$ cat config.mk
export PLATFORM = sky130hd
export DESIGN_NAME = pipeline_hazard_ctrl_flat
export DESIGN_NICKNAME = d
export VERILOG_FILES = /design/src/rtl/pipeline_hazard_ctrl_if.sv /design/src/rtl/pipeline_hazard_ctrl.sv /design/src/flat_wrapper.sv
export SDC_FILE = /design/constraint.sdc
export NUM_CORES = 1
export LEC_CHECK = 0
export BUFFER_PORTS_ARGS = -buffer_cell sky130_fd_sc_hd__buf_2
export CORE_MARGIN = 2
export CORE_UTILIZATION = 30
export DETAILED_ROUTE_END_ITERATION = 10
export MAX_ROUTING_LAYER = met4
export PLACE_DENSITY = 0.59
export SKIP_CTS_REPAIR_TIMING = 1
export SLEW_MARGIN = 10
export SYNTH_ARGS = -nofsm -noshare
export SYNTH_HDL_FRONTEND = slang
export SYNTH_SLANG_ARGS = --single-unit
$ cat constraint.sdc
create_clock -name clk -period 1.9 [get_ports clk]
set_input_delay 0.475 -clock clk [delete_from_list [all_inputs] [get_ports clk]]
set_output_delay 0.475 -clock clk [all_outputs]
set_load 0.02 [all_outputs]
$ cat src/rtl/pipeline_hazard_ctrl_if.sv
// ---------------------------------------------------------------------------
// pipeline_hazard_ctrl_if
//
// Purpose:
//   Bundles everything that passes between the 5-stage pipeline datapath and
//   the central stall/flush sequencer (pipeline_hazard_ctrl). This covers the
//   hazard-detection inputs from ID/EX/MEM, the per-register enable, flush and
//   bubble controls that go back to the datapath, and the status outputs.
//
// Modports:
//   master : pipeline/datapath side. It drives the hazard inputs and
//            receives the controls.
//   slave  : hazard controller side. It receives the hazard inputs and
//            drives the controls.
//
// Signal summary:
//   id_rs1/id_rs2 [4:0]     source registers of the instruction in ID
//   id_uses_rs1/rs2         ID instruction actually reads that source
//   idex_memread            instruction in EX is a load
//   idex_rd [4:0]           destination register of the instruction in EX
//   branch_taken            EX resolved a taken branch/jump this cycle
//   dmem_req / dmem_ready   MEM-stage access active / completing
//   pc_en, ifid_en, idex_en, exmem_en    register load enables
//   ifid_flush              IF/ID loads a NOP
//   idex_bubble             ID/EX loads zeroed controls
//   memwb_bubble            MEM/WB loads zeroed controls
//   err_timeout             sticky memory-wait timeout flag
//   state_o [1:0]           controller state (INIT=0, RUN=1, MEM_WAIT=2, ERROR=3)
//
// Configuration:
//   HAZARD_PERF_CNT_EN : when defined, the interface gains the CNT_W
//   parameter and three performance-counter signals: stall_cycles,
//   flush_count and loaduse_count.
// ---------------------------------------------------------------------------
interface pipeline_hazard_ctrl_if
`ifdef HAZARD_PERF_CNT_EN
    #(parameter int CNT_W = 32)
`endif
    ;

    logic [4:0] id_rs1;
    logic [4:0] id_rs2;
    logic       id_uses_rs1;
    logic       id_uses_rs2;
    logic       idex_memread;
    logic [4:0] idex_rd;
    logic       branch_taken;
    logic       dmem_req;
    logic       dmem_ready;

    logic       pc_en;
    logic       ifid_en;
    logic       ifid_flush;
    logic       idex_en;
    logic       idex_bubble;
    logic       exmem_en;
    logic       memwb_bubble;
    logic       err_timeout;
    logic [1:0] state_o;

`ifdef HAZARD_PERF_CNT_EN
    logic [CNT_W-1:0] stall_cycles;
    logic [CNT_W-1:0] flush_count;
    logic [CNT_W-1:0] loaduse_count;
`endif

    // The datapath presents its hazard information and consumes the
    // controls.
    modport master (
        output id_rs1, id_rs2, id_uses_rs1, id_uses_rs2, idex_memread, idex_rd,
               branch_taken, dmem_req, dmem_ready,
        input  pc_en, ifid_en, ifid_flush, idex_en, idex_bubble, exmem_en,
               memwb_bubble, err_timeout, state_o
`ifdef HAZARD_PERF_CNT_EN
               , stall_cycles, flush_count, loaduse_count
`endif
    );

    // The hazard controller sees the same signals from the opposite
    // direction.
    modport slave (
        input  id_rs1, id_rs2, id_uses_rs1, id_uses_rs2, idex_memread, idex_rd,
               branch_taken, dmem_req, dmem_ready,
        output pc_en, ifid_en, ifid_flush, idex_en, idex_bubble, exmem_en,
               memwb_bubble, err_timeout, state_o
`ifdef HAZARD_PERF_CNT_EN
               , stall_cycles, flush_count, loaduse_count
`endif
    );

endinterface

$ cat src/rtl/pipeline_hazard_ctrl.sv
// ---------------------------------------------------------------------------
// pipeline_hazard_ctrl
//
// Purpose:
//   Central stall/flush sequencer for the 5-stage 64-bit pipeline. It drives
//   the enable, flush and bubble controls of the PC, IF/ID, ID/EX, EX/MEM and
//   MEM/WB registers, and it handles three kinds of hazard:
//     - load-use hazards,
//     - taken-branch flushes,
//     - multi-cycle data-memory waits.
//   After reset it holds the pipeline in a drain, and it traps memory waits
//   that run too long.
//
// Ports:
//   clk  : clock, rising edge
//   rst  : asynchronous, active-high reset
//   hz   : pipeline_hazard_ctrl_if.slave. It carries the hazard inputs,
//          the pipeline controls, err_timeout, state_o and (optionally) the
//          performance counters.
//
// Parameters:
//   RESET_HOLD  : number of post-reset drain cycles (must be >= 1)
//   MEM_TIMEOUT : maximum number of consecutive MEM_WAIT cycles before
//                 ERROR; 0 disables the timeout
//   CNT_W       : width of the optional performance counters
//
// Configuration:
//   HAZARD_PERF_CNT_EN : when defined, the module adds the saturating
//   counters stall_cycles, flush_count and loaduse_count.
// ---------------------------------------------------------------------------
module pipeline_hazard_ctrl #(
    parameter int RESET_HOLD  = 4,
    parameter int MEM_TIMEOUT = 255,
    parameter int CNT_W       = 32
) (
    input  logic                 clk,
    input  logic                 rst,
    pipeline_hazard_ctrl_if.slave hz
);

    typedef enum logic [1:0] {
        ST_INIT     = 2'd0,
        ST_RUN      = 2'd1,
        ST_MEM_WAIT = 2'd2,
        ST_ERROR    = 2'd3
    } state_t;

    localparam int HOLD_W = (RESET_HOLD > 1) ? $clog2(RESET_HOLD) : 1;
    localparam int WAIT_W = (MEM_TIMEOUT > 1) ? $clog2(MEM_TIMEOUT) : 1;
    localparam logic [HOLD_W-1:0] HOLD_LAST = HOLD_W'(RESET_HOLD - 1);
    localparam logic [WAIT_W-1:0] WAIT_LAST = WAIT_W'(MEM_TIMEOUT - 1);

    // A zero-length drain or a zero-width counter would make no sense, so
    // such parameter choices are rejected when the design is elaborated.
    if (RESET_HOLD < 1 || CNT_W < 1) begin : g_badParams
        $error("pipeline_hazard_ctrl: RESET_HOLD and CNT_W must both be >= 1");
    end

    state_t            r_state;
    logic [HOLD_W-1:0] r_holdCnt;
    logic [WAIT_W-1:0] r_waitCnt;
    logic              r_errTimeout;

    logic w_freeze;
    logic w_loadUse;
    logic w_active;
    logic w_doFreeze;
    logic w_doFlush;
    logic w_doLoadBubble;

    // These are the raw hazard terms. A memory access that has not yet
    // completed freezes the whole pipe. A load in EX whose destination
    // register is read by the instruction in ID needs one bubble. Register x0
    // is never a real dependency, so it is excluded.
    assign w_freeze  = hz.dmem_req & ~hz.dmem_ready;
    assign w_loadUse = hz.idex_memread & (hz.idex_rd != 5'd0) &
                       ((hz.id_uses_rs1 & (hz.id_rs1 == hz.idex_rd)) |
                        (hz.id_uses_rs2 & (hz.id_rs2 == hz.idex_rd)));

    // This logic resolves the hazard priority once, so that the control
    // decode and the counters always agree on what happened this cycle.
    // ERROR behaves as a permanent freeze. A branch squashes the ID
    // instruction, so a simultaneous load-use is discarded.
    assign w_active       = (r_state == ST_RUN) || (r_state == ST_MEM_WAIT);
    assign w_doFreeze     = (r_state == ST_ERROR) || (w_active && w_freeze);
    assign w_doFlush      = w_active && !w_freeze && hz.branch_taken;
    assign w_doLoadBubble = w_active && !w_freeze && !hz.branch_taken && w_loadUse;

    // This block is the sequencer state machine. INIT drains the pipe for
    // RESET_HOLD cycles. RUN moves to MEM_WAIT as soon as a memory access
    // stalls. MEM_WAIT returns to RUN in the cycle the memory answers. If the
    // wait outlasts MEM_TIMEOUT, the controller latches into ERROR, which
    // only rst can clear.
    always_ff @(posedge clk or posedge rst) begin
        if (rst) begin
            r_state      <= ST_INIT;
            r_holdCnt    <= '0;
            r_waitCnt    <= '0;
            r_errTimeout <= 1'b0;
        end else begin
            case (r_state)
                ST_INIT: begin
                    r_holdCnt <= r_holdCnt + 1'b1;
                    if (r_holdCnt == HOLD_LAST) begin
                        r_state <= ST_RUN;
                    end
                end
                ST_RUN: begin
                    if (w_freeze) begin
                        r_state   <= ST_MEM_WAIT;
                        r_waitCnt <= '0;
                    end
                end
                ST_MEM_WAIT: begin
                    if (!w_freeze) begin
                        r_state <= ST_RUN;
                    end else if ((MEM_TIMEOUT != 0) && (r_waitCnt == WAIT_LAST)) begin
                        r_state      <= ST_ERROR;
                        r_errTimeout <= 1'b1;
                    end else begin
                        r_waitCnt <= r_waitCnt + 1'b1;
                    end
                end
                default: begin
                    r_state <= ST_ERROR;
                end
            endcase
        end
    end

    // This block decodes the pipeline controls from the state and the
    // resolved hazard. Normal flow is the default.
    //   - INIT keeps the PC parked and fills every stage with NOPs.
    //   - A freeze holds every register and lets only a bubble fall into
    //     MEM/WB.
    //   - A branch flush lets the pipe advance but squashes IF/ID and ID/EX.
    //   - A load-use stall holds PC and IF/ID while a bubble goes into ID/EX,
    //     so the load moves on and the dependent instruction retries one
    //     cycle later.
    always_comb begin
        hz.pc_en        = 1'b1;
        hz.ifid_en      = 1'b1;
        hz.ifid_flush   = 1'b0;
        hz.idex_en      = 1'b1;
        hz.idex_bubble  = 1'b0;
        hz.exmem_en     = 1'b1;
        hz.memwb_bubble = 1'b0;
        if (r_state == ST_INIT) begin
            hz.pc_en        = 1'b0;
            hz.ifid_flush   = 1'b1;
            hz.idex_bubble  = 1'b1;
            hz.memwb_bubble = 1'b1;
        end else if (w_doFreeze) begin
            hz.pc_en        = 1'b0;
            hz.ifid_en      = 1'b0;
            hz.idex_en      = 1'b0;
            hz.exmem_en     = 1'b0;
            hz.memwb_bubble = 1'b1;
        end else if (w_doFlush) begin
            hz.ifid_flush   = 1'b1;
            hz.idex_bubble  = 1'b1;
        end else if (w_doLoadBubble) begin
            hz.pc_en        = 1'b0;
            hz.ifid_en      = 1'b0;
            hz.idex_bubble  = 1'b1;
        end
    end

    assign hz.err_timeout = r_errTimeout;
    assign hz.state_o     = r_state;

`ifdef HAZARD_PERF_CNT_EN
    logic [CNT_W-1:0] r_stallCycles;
    logic [CNT_W-1:0] r_flushCount;
    logic [CNT_W-1:0] r_loadUseCount;

    // These are the performance counters. They reuse the resolved hazard
    // decisions above, so a load-use that a branch discards is never counted
    // as a bubble. Each counter sticks at all-ones instead of wrapping, so a
    // long run never reports a misleadingly small number.
    always_ff @(posedge clk or posedge rst) begin
        if (rst) begin
            r_stallCycles  <= '0;
            r_flushCount   <= '0;
            r_loadUseCount <= '0;
        end else begin
            if (w_doFreeze && !(&r_stallCycles)) begin
                r_stallCycles <= r_stallCycles + 1'b1;
            end
            if (w_doFlush && !(&r_flushCount)) begin
                r_flushCount <= r_flushCount + 1'b1;
            end
            if (w_doLoadBubble && !(&r_loadUseCount)) begin
                r_loadUseCount <= r_loadUseCount + 1'b1;
            end
        end
    end

    assign hz.stall_cycles  = r_stallCycles;
    assign hz.flush_count   = r_flushCount;
    assign hz.loaduse_count = r_loadUseCount;
`endif

endmodule
$ cat src/flat_wrapper.sv
// flat-port wrapper written by rule: the top's interface ports become plain ports
module pipeline_hazard_ctrl_flat 
#(
    parameter int RESET_HOLD  = 4,
    parameter int MEM_TIMEOUT = 255,
    parameter int CNT_W       = 32
)
  (clk, rst, hz_id_rs1, hz_id_rs2, hz_id_uses_rs1, hz_id_uses_rs2, hz_idex_memread, hz_idex_rd, hz_branch_taken, hz_dmem_req, hz_dmem_ready, hz_pc_en, hz_ifid_en, hz_ifid_flush, hz_idex_en, hz_idex_bubble, hz_exmem_en, hz_memwb_bubble, hz_err_timeout, hz_state_o);
  pipeline_hazard_ctrl_if hz_i ();
  input  logic clk;
  input  logic rst;
  input wire logic [$bits(hz_i.id_rs1)-1:0] hz_id_rs1;
  input wire logic [$bits(hz_i.id_rs2)-1:0] hz_id_rs2;
  input wire logic [$bits(hz_i.id_uses_rs1)-1:0] hz_id_uses_rs1;
  input wire logic [$bits(hz_i.id_uses_rs2)-1:0] hz_id_uses_rs2;
  input wire logic [$bits(hz_i.idex_memread)-1:0] hz_idex_memread;
  input wire logic [$bits(hz_i.idex_rd)-1:0] hz_idex_rd;
  input wire logic [$bits(hz_i.branch_taken)-1:0] hz_branch_taken;
  input wire logic [$bits(hz_i.dmem_req)-1:0] hz_dmem_req;
  input wire logic [$bits(hz_i.dmem_ready)-1:0] hz_dmem_ready;
  output wire logic [$bits(hz_i.pc_en)-1:0] hz_pc_en;
  output wire logic [$bits(hz_i.ifid_en)-1:0] hz_ifid_en;
  output wire logic [$bits(hz_i.ifid_flush)-1:0] hz_ifid_flush;
  output wire logic [$bits(hz_i.idex_en)-1:0] hz_idex_en;
  output wire logic [$bits(hz_i.idex_bubble)-1:0] hz_idex_bubble;
  output wire logic [$bits(hz_i.exmem_en)-1:0] hz_exmem_en;
  output wire logic [$bits(hz_i.memwb_bubble)-1:0] hz_memwb_bubble;
  output wire logic [$bits(hz_i.err_timeout)-1:0] hz_err_timeout;
  output wire logic [$bits(hz_i.state_o)-1:0] hz_state_o;
  assign hz_i.id_rs1 = hz_id_rs1;
  assign hz_i.id_rs2 = hz_id_rs2;
  assign hz_i.id_uses_rs1 = hz_id_uses_rs1;
  assign hz_i.id_uses_rs2 = hz_id_uses_rs2;
  assign hz_i.idex_memread = hz_idex_memread;
  assign hz_i.idex_rd = hz_idex_rd;
  assign hz_i.branch_taken = hz_branch_taken;
  assign hz_i.dmem_req = hz_dmem_req;
  assign hz_i.dmem_ready = hz_dmem_ready;
  assign hz_pc_en = hz_i.pc_en;
  assign hz_ifid_en = hz_i.ifid_en;
  assign hz_ifid_flush = hz_i.ifid_flush;
  assign hz_idex_en = hz_i.idex_en;
  assign hz_idex_bubble = hz_i.idex_bubble;
  assign hz_exmem_en = hz_i.exmem_en;
  assign hz_memwb_bubble = hz_i.memwb_bubble;
  assign hz_err_timeout = hz_i.err_timeout;
  assign hz_state_o = hz_i.state_o;
  pipeline_hazard_ctrl #(.RESET_HOLD(RESET_HOLD), .MEM_TIMEOUT(MEM_TIMEOUT), .CNT_W(CNT_W)) u_core (.clk(clk), .rst(rst), .hz(hz_i));
endmodule
==> results of run 1 <==
registers in the layout (all words and copies together) (netlist names):
register               cells
u_core.r_waitCnt           8
u_core.hz.state_o          2
u_core.r_holdCnt           2
u_core.hz.err_timeout      1
how the worst max path moves through the flow:
stage                                     from    endpoint  slack, ns  depth (start not counted)
after floorplan                  hz_idex_rd[3]  hz_ifid_en     -0.003                          4
after global placement           hz_idex_rd[3]  hz_ifid_en      -0.23                          6
after detailed placement         hz_idex_rd[3]  hz_ifid_en      -0.26                          6
after CTS                 u_core.hz.state_o[1]  hz_ifid_en      -0.30                          6
after global routing             hz_idex_rd[3]  hz_ifid_en      -0.33                          6
final                             hz_id_rs1[0]  hz_ifid_en      -0.28                          6
area by class of cell:
class / count / share of cell area, %
timing repair buffer: 45 / 20.89
sequential: 13 / 22.80
inverter: 7 / 1.828
multi-input combinational: 83 / 48.83
clock buffer: 4 / 1.828
tap: 44 / 3.829
stage by stage:
step | instances | setup slack [ns] | total power, mW | util, % | hold WS (ns)
floorplan | 105 | -0.003432 | 0.9370 | - | 0.3518
global route | 196 | -0.3291 | 1.573 | 46.71 | 0.2638
detailed placement | 188 | -0.2608 | 1.173 | 41.50 | 0.4690
CTS | 192 | -0.3018 | 1.350 | 42.36 | 0.2345
global placement | 188 | -0.2336 | 1.164 | 41.50 | 0.4593
finish | 196 | -0.2794 | 1.445 | 46.71 | 0.2192
layer usage:
layer | vias to the layer above | track usage (%) | wire length, µm
met3 | 6 | 2.772 | 142
met2 | 39 | 25.81 | 1279
met1 | 475 | 15.93 | 1096
met5 | - | - | 0
li1 | 470 | - | -
met4 | 0 | 5.280 | 26
worst max-delay path, cell delays in order:
cell	delay, ns
sky130_fd_sc_hd__buf_6	0.10
sky130_fd_sc_hd__xor2_2	0.17
sky130_fd_sc_hd__nor4_2	0.31
sky130_fd_sc_hd__a32oi_2	0.20
sky130_fd_sc_hd__o31a_1	0.32
sky130_fd_sc_hd__buf_6	0.13
report_power, final:
part	total [mW]	switching [mW]	internal, mW
combinational	0.913	0.466	0.448
clock	0.168	0.0865	0.0814
sequential	0.363	0.0358	0.328
total	1.44	0.588	0.857
layout by cell type, fill, tap and decap left out, drive strengths merged, types with 3 or more instances in the layout:
| cell | Yosys | final |
|---|---|---|
| xor2 | 9 | 9 |
| a31oi | 3 | 3 |
| ha | 8 | 8 |
| clkbuf | 1 | 4 |
| o21ai | 4 | 4 |
| nor2 | 4 | 4 |
| nand2b | 4 | 4 |
| nand3 | 3 | 3 |
| nand2 | 9 | 9 |
| nand3b | 3 | 3 |
| buf | 1 | 45 |
| dfrtp | 13 | 13 |
| inv | 7 | 7 |
| xnor2 | 3 | 3 |
| a21oi | 4 | 4 |
kinds of logic (layout without fill, tap and decap cells):
kind of cell,Yosys count,in the layout
multiplexers,2,2
AND/OR/NAND/NOR,40,40
flip-flops,13,13
buffers and inverters,9,56
AO/OA/AOI/OAI,21,21
XOR/XNOR,12,12
adder cells (fa/ha/maj),8,8
==> results.txt, run 1 <==
The run finished, with violations left. The checks that failed: setup timing. Clock-pin slew was measured on the worst setup and hold paths at 0.07 ns.

The min-delay analysis places its worst path in the category input pin to async pin. The pin count of the biggest net entering global routing is 14. By instance count, the leading cell after synthesis is sky130_fd_sc_hd__dfrtp_1. The final count of pins violating max slew came out at 0.

The worst-case clock skew is 0.0006710 ns. The main combinational cell family by area after synthesis is simple AND/OR/NAND/NOR gates. For this run the aggregate overflow at the end of global routing stands at 0. The largest fanout of any net on the critical path came out at 3. The CTS sink count came out at 13.

The cell at the root of the clock tree is sky130_fd_sc_hd__clkbuf_4. In this run the cell area of the synthesized design comes to around 970 µm². The number of library cell types mapped by synthesis came out at between 40 and 50. The mean instance size in the synthesized netlist came out at roughly 9.3 µm². Counting I/O delays and the setup requirement, the final critical path takes 2.179 ns. The number of placed I/O pins came out at 33. The worst slew margin relative to its limit came out at 65.46%. The number of setup violations in the final report came out at 6. The number of nets with antenna violations after routing is 0. The flip-flop and latch count after synthesis is 13. STA classifies the critical path startpoint as an input pin. The summed area of non-filler cells in the final layout is 1438 µm². At the pin with the least slew margin, the transition time is 0.5176 ns. TritonCTS built the clock tree.

The prevailing post-synth register cell is sky130_fd_sc_hd__dfrtp_1. The maximum buffer depth of the clock tree came out at 2. CTS built an H-tree with a depth of 1. Power spread over the standard cell area amounts to between 1000 and 1500 nW/µm². The setup slack after layout came out at -0.2794 ns. Setup repair after global routing could not meet its margin everywhere. VDD sags by at most 0.0004566 V.

The synthesized netlist devotes 24.65% of its cell area to simple gates. The via-per-instance ratio is 5.051. In this run the critical register-to-register path is captured at u_core.r_waitCnt[7]. The weighted congestion reported at the end of routability-driven placement is 0.7674.

The adder-cell area share of the yosys netlist is about a tenth. The total number of placement rows came out at 20. From left edge to right edge, the die measures 61 µm.

After synthesis, the share of flip-flops with an asynchronous set or reset is 100.0%. The start-to-end type of the worst setup path is input pin to output port. The worst register-to-register path begins at u_core.hz.state_o[0]. The insertion delay to the later sink of the worst-skew pair is 0.27 ns. The number of enable-type register cells in the synthesized netlist is 0. The xor/xnor cell area share of the yosys netlist is 10.78%. The floorplan step set the die height to 61 µm. The area growth from synthesis to final layout is 47.50%.

Cells with a size suffix above 1 make up 48.03% of the layout. STA classifies the critical path endpoint as an output port. The area occupied by registers came out at ~330 µm². In the finished design, the share of the clock period the worst path needs comes to 114.7%. The largest area contributor in the synthesized netlist is sky130_fd_sc_hd__dfrtp_1.

The share of synthesized area in the top cell type comes to 33.38%. The number of antenna cells inserted is 0. The number of filler instances in the final layout came out at 300. The path depth of the worst reg2reg path is 7.

The routed via count is 990. The number of remaining DRC errors came out at 0. The data arrival time at the worst-slack endpoint is 1.70 ns. The starting density of the core came out at 31.67%. The first global-routing pass estimated 3905 µm of wire. The minimum setup slack among reg-to-reg paths came out at about 0.060 ns. The yosys synthesis warning count came out at 0.

The number of standard cells after synthesis came out at 105. The number of buffers inserted by port buffering came out at 32. The total routing usage reported by global routing is between 10% and 20%. The starting DRC count in detailed routing came out at 23. The multiplexer share of the synthesized area is 2.182%. The final-stage net count came out at 184. The number of global-route vias before repair is 938. The number of failing hold endpoints at the final stage is 0. The tool flagged a number of max-cap violations equal to 0. After floorplanning, the core was sized to cover 3078 µm². The fraction of the mapped netlist area in compound gates came out at roughly 15%. The initial antenna violation count is 0. In this run the cell area measured after placement is 1277 µm². The first-pass iteration count of the detailed router is 5. The total leakage power is 0.6705 nW. The area occupied by multi-input gates is 701.9 µm².

In this run, CTS created clock tree buffers numbering 3. The average wire per cell in the routed design is ~13 µm. Synthesis produced a netlist with a net count of 136. The die covers 3721 µm². The share of synthesized area occupied by flip-flops and latches is between 30% and 40%. In the synthesized netlist, the cells that appear most often are sky130_fd_sc_hd__dfrtp_1 (13), sky130_fd_sc_hd__nand2_1 (9), sky130_fd_sc_hd__xor2_1 (9).

The fmax came out at between 400 and 500 MHz. Sorting the synthesized cells by area gives the leading types as sky130_fd_sc_hd__dfrtp_1 (33%), sky130_fd_sc_hd__ha_1 (10%), sky130_fd_sc_hd__xor2_1 (8.1%). The total routed wirelength is 2546 µm. The critical path data required time is about 1.4 ns. Detailed placement finished with a half-perimeter wire length of 1854 µm.

The final setup TNS came out at -0.9284 ns.
No activity file was read; power rests on OpenSTA's default activity.
==> run 2: changes to the inputs <==
==> constraint.sdc (replaced) <==
create_clock -name clk -period 2.7 [get_ports clk]
set_input_delay 0.675 -clock clk [delete_from_list [all_inputs] [get_ports clk]]
set_output_delay 0.675 -clock clk [all_outputs]
set_load 0.02 [all_outputs]
==> run 2 against run 1 <==
  * The flow now finishes without violations
  * Non-clock buffer count is 13 lower
  * Power is 42% lower
  * Hold slack better by 0.19 ns
  * First-iteration DRC count is 39% lower
  * Utilization is 7.6 points lower
  * Combinational power is 50% lower
  * Sequential share of layout area is 4.2 points higher
  * Critical path type unchanged
  * Critical endpoint unchanged
==> results.txt, run 2 (same netlist as run 1, synthesis figures left out) <==
The run finished with clean final reports. The final period utilization is 94.75%. The top register by number of flip-flops is u_core.r_waitCnt. The detailed router finished its first iteration with 14 violations. Setup repair after global routing left no endpoint under its margin. In this run the static leakage power is 0.5877 nW.

The number of antenna cells inserted is 0. The number of failing hold endpoints at the final stage is 0. The flip-flop count of the largest register, all copies and words added came out at 8. The routed via count came out at 864.

33 I/O pins were placed. Power spread over the standard cell area amounts to 696.6 nW/µm². For the pin with the worst max-slew slack, the measured transition is 0.4921 ns.

The final-stage net count came out at 171. The top cell types in the final layout, fill and taps aside, are sky130_fd_sc_hd__buf_2 (32), sky130_fd_sc_hd__dfrtp_1 (13), sky130_fd_sc_hd__nand2_1 (9), sky130_fd_sc_hd__xor2_1 (9), sky130_fd_sc_hd__ha_1 (8). Data on the critical path is required at its endpoint by 2.03 ns.

The final setup TNS came out at 0 ns. The largest fanout of any net on the critical path came out at 3. The clock-pin slew of the registers on the worst-case setup and hold paths is approximately 0.070 ns. Once detailed placement completed, the half-perimeter wirelength came to ~1700 µm. STA classifies the critical path endpoint as an output port. The max-capacitance violation count came out at 0. The core area came out at between 3000 and 4000 µm². TritonCTS built the clock tree. CTS built an H-tree with a depth of 1.

Traced cell by cell, the critical path runs through buf_2 -> xor2_1 -> nor4_1 -> a32oi_1 -> o31a_1 -> buf_2. The data arrival time at the worst-slack endpoint came out at 1.88 ns. The initial antenna violation count is 0. The CTS sink count is 13.

The critical path's most frequent cell is sky130_fd_sc_hd__buf_2. Counting the buffers created by CTS gives 3. In this run the horizontal extent of the chip is 61 µm. The congestion estimate from routability-driven global placement came to 0.7248. Cells fill about two fifths of the core in the end. The total routing usage reported by global routing came out at a little over an eighth. The first global-routing pass estimated 3643 µm of wire. In the routed design, unresolved DRC markers number 0.

By startpoint and endpoint, the worst setup path is classified as input pin to output port. Derived from the worst setup path, the maximum achievable clock frequency is around 390 MHz. Summing all multi-input logic gate instances after layout gives 611.8 µm². The worst-case clock skew came out at 0.0006521 ns. The worst IR drop on VDD is 0.0003292 V. The first detailed-routing pass ran for 4 iterations. The fraction of layout instances using a drive strength above 1 is 30.94%. The worst slew margin relative to its limit came out at 67.15%.

Summed over all nets, wire length on met3 after detailed routing comes to 58 µm. The class of the tightest hold or removal check is input pin to async pin. The via-per-instance ratio came out at 4.721. The type of origin of the critical path is an input pin. The number of buffers inserted by port buffering came out at 32. After detailed routing, no signal wire sits above met4. Setup violations remaining at the end of the flow were counted as 0. The height of the chip is 61 µm.

Counting along the longest clock path gives a buffer depth of 2. The shortest clock period the worst path allows after layout is 2.558 ns. Counting the fill cells in the layout gives 311. The final count of pins violating max slew is 0. The pin count of the biggest net entering global routing came out at 14. The insertion delay to the later sink of the worst-skew pair is about 0.27 ns. The largest individual stage delay along the critical path comes from the cell sky130_fd_sc_hd__o31a_1.

The area occupied by registers came out at 325.3 µm². The number of global-route vias before repair came out at 885. After global routing the overflow that remains totals 0. In this run the remaining antenna-violating nets after routing total 0. The most common library cell in the layout ignoring fill and taps is sky130_fd_sc_hd__buf_2. The starting density of the core came out at 31.67%. The cell sitting at the root of the clock tree is a sky130_fd_sc_hd__clkbuf_4. The length of routed met2 wiring is 1020 µm. On the worst path, the slowest cell contributes a delay of 0.30 ns. The area growth from synthesis to final layout is 23.62%.

The critical path buffer and inverter count came out at 2. The met1 wire length is 920 µm. The total number of placement rows came out at 20. The average wire per cell in the routed design came out at 11.03 µm. The gate family responsible for the most delay along the worst path is compound AO/OA/AOI/OAI gates. The final layout contains routed wiring with a total length of ~2000 µm. The die footprint came out at 3721 µm².
-- run 2: cell types whose count changed in the layout (fill, tap and decap cells not counted), moves of 3 or more --
| cell | delta |
|---|---|
| sky130_fd_sc_hd__buf_2 | +8 |
| sky130_fd_sc_hd__buf_4 | -15 |
| sky130_fd_sc_hd__buf_6 | -6 |
| sky130_fd_sc_hd__ha_1 | +3 |
| sky130_fd_sc_hd__xor2_1 | +3 |
| sky130_fd_sc_hd__xor2_2 | -3 |
-- run 2: per-stage QoR --
step | instances | hold slack [ns] | setup slack [ns] | power [mW] | area [µm²]
after floorplan | 105 | 0.4448 | 0.3978 | 0.6058 | 974.7
after global placement | 179 | 0.4587 | 0.1766 | 0.7239 | 1179
after detailed placement | 179 | 0.4689 | 0.1375 | 0.7324 | 1179
after CTS | 183 | 0.4178 | 0.1348 | 0.8532 | 1205
after global routing | 183 | 0.4347 | 0.01640 | 0.9200 | 1205
final | 183 | 0.4113 | 0.1418 | 0.8393 | 1205
-- run 2: final cells by class --
type                       count  area share, %
clock buffer                   4          2.181
inverter                       7          2.181
multi-input combinational     83          50.78
sequential                    13          27.00
tap                           44          4.569
timing repair buffer          32          13.29
-- run 2: final timing paths --
kind / from / to / slack (ns) / depth (start not counted)
setup / recovery: hz_idex_rd[3] / hz_ifid_en / 0.14 / 6
hold / removal: rst / u_core.r_holdCnt[1] / 0.41 / 2
setup reg to reg: u_core.hz.state_o[0] / u_core.r_waitCnt[7] / 0.93 / 6
hold reg to reg: u_core.r_holdCnt[0] / u_core.r_holdCnt[0] / 0.48 / 1
max in group asynchronous: rst / u_core.r_waitCnt[7] / 1.96 / 2
min in group clk: u_core.r_holdCnt[0] / u_core.r_holdCnt[0] / 0.48 / 1
-- run 2: routing by layer --
metal,track usage (%),vias to the layer above
li1,-,443
met1,15.93,409
met2,21.81,10
met3,4.051,2
met4,4.037,0
met5,-,-
-- run 2: report_power, final --
part           total [mW]  internal (mW)  leakage, nW  switching (mW)
sequential          0.265          0.228        0.170          0.0368
clock               0.116         0.0573       0.0150          0.0584
combinational       0.458          0.188        0.403           0.270
total               0.839          0.474        0.588           0.365
==> run 3: changes to the inputs <==
--- a/config.mk
+++ b/config.mk
@@ -7,10 +7,10 @@
 export LEC_CHECK = 0
 export BUFFER_PORTS_ARGS = -buffer_cell sky130_fd_sc_hd__buf_2
 export CORE_MARGIN = 2
-export CORE_UTILIZATION = 30
+export CORE_UTILIZATION = 50
 export DETAILED_ROUTE_END_ITERATION = 10
 export MAX_ROUTING_LAYER = met4
-export PLACE_DENSITY = 0.59
+export PLACE_DENSITY = 0.86
 export SKIP_CTS_REPAIR_TIMING = 1
 export SLEW_MARGIN = 10
 export SYNTH_ARGS = -nofsm -noshare
==> run 3 against run 2 <==
  * Register-to-register slack about the same
  * Combinational power up 2%
  * Maximum frequency down 0.16%
  * Critical path depth unchanged
  * Global-route usage up 8.4 points
  * Cell count down 10%
  * Sequential cell count unchanged
  * Power up 2.3%
  * Non-clock buffer count unchanged
  * First-iteration DRC count up 29%
  * Sequential share of layout area up 0.51 points
  * Hold slack worse by 0.0078 ns
  * Critical endpoint unchanged
  * Largest power group unchanged
  * Highest routed layer unchanged
==> results.txt, run 3 (same netlist as run 1, synthesis figures left out) <==
Max-cap violations in this run came to 0. The fraction of layout instances using a drive strength above 1 is 31.65%. Leaving out fill and tap cells, the most frequent cell in the layout is sky130_fd_sc_hd__buf_2. The cell at the root of the clock tree is sky130_fd_sc_hd__clkbuf_4. The met1 track demand over resource in global routing came out at a little over a quarter. The number of global-route vias before repair came out at 825. Grouping stages by cell kind, the critical path spends the most delay in compound AO/OA/AOI/OAI gates.

The flip-flop count of the largest register, all copies and words added came out at 8. The starting DRC count in detailed routing is 18. The starting density of the core came out at 54.67%.

The met3 routing resource usage after global routing is 2.593%. The final setup TNS came out at 0 ns. The first-pass GRT wire length came out at about 3400 µm. The worst hold slack across all endpoints came out at 0.4035 ns. On the critical path, the stage with the largest delay is an instance of sky130_fd_sc_hd__o31a_1. STA classifies the critical path endpoint as an output port. The final count of pins violating max slew came out at 0. The global routing met2 resource utilization is 36.58%. From synthesis to final layout, the design area changed by 21.31%.

The endpoint identified for the worst register-to-register timing path is u_core.r_waitCnt[7]. The worst setup path is of the input pin to output port kind. The clock-pin slew of the registers on the worst-case setup and hold paths is 0.09 ns. The total routed wirelength is 2104 µm. The overall die width came out at a little under 50 µm. The fmax came out at between 300 and 400 MHz.

The worst register-to-register path begins at u_core.hz.state_o[0]. The die footprint is 2318 µm². The total routing usage reported by global routing came out at 21.85%. The average wire per cell in the routed design came out at around 13 µm. The top register by number of flip-flops is u_core.r_waitCnt. CTS built an H-tree with a depth of 1. The tightest min-delay check is of the input pin to async pin type. The critical path buffer and inverter count came out at 2. The longest individual stage delay on the worst path came out at 0.30 ns. In this run, placement finished with an instance count of 160. In the routed design, unresolved DRC markers number 0. The weighted congestion reported at the end of routability-driven placement is 0.7716. TritonCTS built the clock tree. The maximum buffer depth of the clock tree is 2. The number of CTS-inserted buffers came out at 3.

OpenSTA, run right after detailed placement, puts the worst setup slack at 0.1300 ns. Data arrives at the worst endpoint at roughly 1.9 ns. After global routing, the most crowded layer is met2. The total global routing overflow came out at 0.

The final cell count without fillers is approximately 160. In this run the tightest slew margin relative to its limit is 65.79%. The number of setup violations in the final report is 0. The run finished with clean final reports.

The half-perimeter wire length of the detailed placement result is 1680 µm. The worst IR drop on VDD came out at around 0.00074 V. Setup repair after global routing left no endpoint under its margin. The CTS sink count came out at 13. The total leakage power is slightly below 0.6 nW. The clock arrives with around 0.0047 ns of skew. The routed layout has 888 vias. The height of the chip came out at 48.15 µm. The initial antenna violation count came to 0. In this run the power density over the cells is 726.3 nW/µm². STA classifies the critical path startpoint as an input pin.

The worst path in the final design needs a cycle of 2.562 ns, including I/O delays and setup. The number of antenna cells inserted came out at 0. Once detail routing completed, the nets flagged for antenna violations numbered 0. The via-per-instance ratio came out at 5.415.

The insertion delay to the later sink of the worst-skew pair came out at around 0.28 ns. In the layout the commonest cells are sky130_fd_sc_hd__buf_2 (32), sky130_fd_sc_hd__dfrtp_1 (13), sky130_fd_sc_hd__nand2_1 (9), sky130_fd_sc_hd__xor2_1 (9), sky130_fd_sc_hd__ha_1 (8). The number of filler instances in the final layout is 157. The largest fanout of any net on the critical path is 3. The number of buffers inserted by port buffering is 32. The final period utilization came out at 94.90%. In this run the count of I/O pins placed on the die edge is 33. The path depth of the worst reg2reg path came out at 6. In this run the core area contains 15 standard-cell rows. At the end of the flow, the number of nets in the layout was roughly 170. Entering global routing, the biggest net connects 14 pins. The actual slew at the worst max-slew pin is 0.5126 ns. The first-pass iteration count of the detailed router came out at 4. The minimum setup slack among reg-to-reg paths came out at 0.93 ns. The core area came out at ~1800 µm². Across all setup checks in the final design, the least slack found is 0.1378 ns.

The critical path's most frequent cell is sky130_fd_sc_hd__buf_2. The critical path data required time came out at 2.03 ns. The number of failing hold endpoints at the final stage was 0. The critical path goes through buf_2 -> xor2_1 -> nor4_1 -> a32oi_1 -> o31a_1 -> buf_2.
[run 3: report_power, final]
| part | total, mW | internal (mW) | leakage, nW | switching, mW |
|---|---|---|---|---|
| logic | 0.467 | 0.190 | 0.403 | 0.277 |
| clock network | 0.124 | 0.0551 | 0.0177 | 0.0692 |
| registers | 0.267 | 0.228 | 0.170 | 0.0390 |
[run 3: area by class of cell]
type / instances / area [µm²] / share of cell area [%]
clock buffer: 3 / 22.52 / 1.905
clock inverter: 1 / 5.005 / 0.4233
timing repair buffer: 32 / 160.2 / 13.55
inverter: 7 / 26.28 / 2.222
tap: 25 / 31.28 / 2.646
sequential: 13 / 325.3 / 27.51
multi-input combinational: 83 / 611.8 / 51.75
[run 3: per-layer routing]
layer  share of wire (%)  routed length [µm]
met1                  42                 894
met2                  52                1096
met5                   0                   0
met3                 3.8                  80
met4                 1.5                  31
[run 3: stage by stage]
| stage | instance area (µm²) | power, mW | util (%) |
|---|---|---|---|
| after global placement | 1155 | 0.7184 | 64.77 |
| after global routing | 1182 | 0.9237 | 66.32 |
| after floorplan | 974.7 | 0.6058 | - |
| after detailed placement | 1155 | 0.7396 | 64.77 |
| after CTS | 1182 | 0.8646 | 66.32 |
| final | 1182 | 0.8588 | 66.32 |
[run 3: how the worst max path moves through the flow]
| stage | end | startpoint | depth (start not counted) | slack, ns |
|---|---|---|---|---|
| 3_5_place_dp | hz_ifid_en | hz_idex_rd[3] | 6 | 0.13 |
| 2_1_floorplan | hz_pc_en | u_core.hz.state_o[0] | 5 | 0.40 |
| 5_1_grt | hz_ifid_en | hz_idex_rd[3] | 6 | 0.009 |
| 4_1_cts | hz_ifid_en | hz_idex_rd[3] | 6 | 0.13 |
| 3_3_place_gp | hz_ifid_en | hz_idex_rd[3] | 6 | 0.19 |
| 6_report | hz_ifid_en | hz_idex_rd[3] | 6 | 0.14 |
[run 3: worst register-to-register path, cell delays in order (launching register included)]
cell,delay (ns)
sky130_fd_sc_hd__dfrtp_1,0.44
sky130_fd_sc_hd__inv_1,0.13
sky130_fd_sc_hd__ha_1,0.20
sky130_fd_sc_hd__and3b_2,0.25
sky130_fd_sc_hd__nand2b_4,0.07
sky130_fd_sc_hd__or4_1,0.46
sky130_fd_sc_hd__a21oi_1,0.15
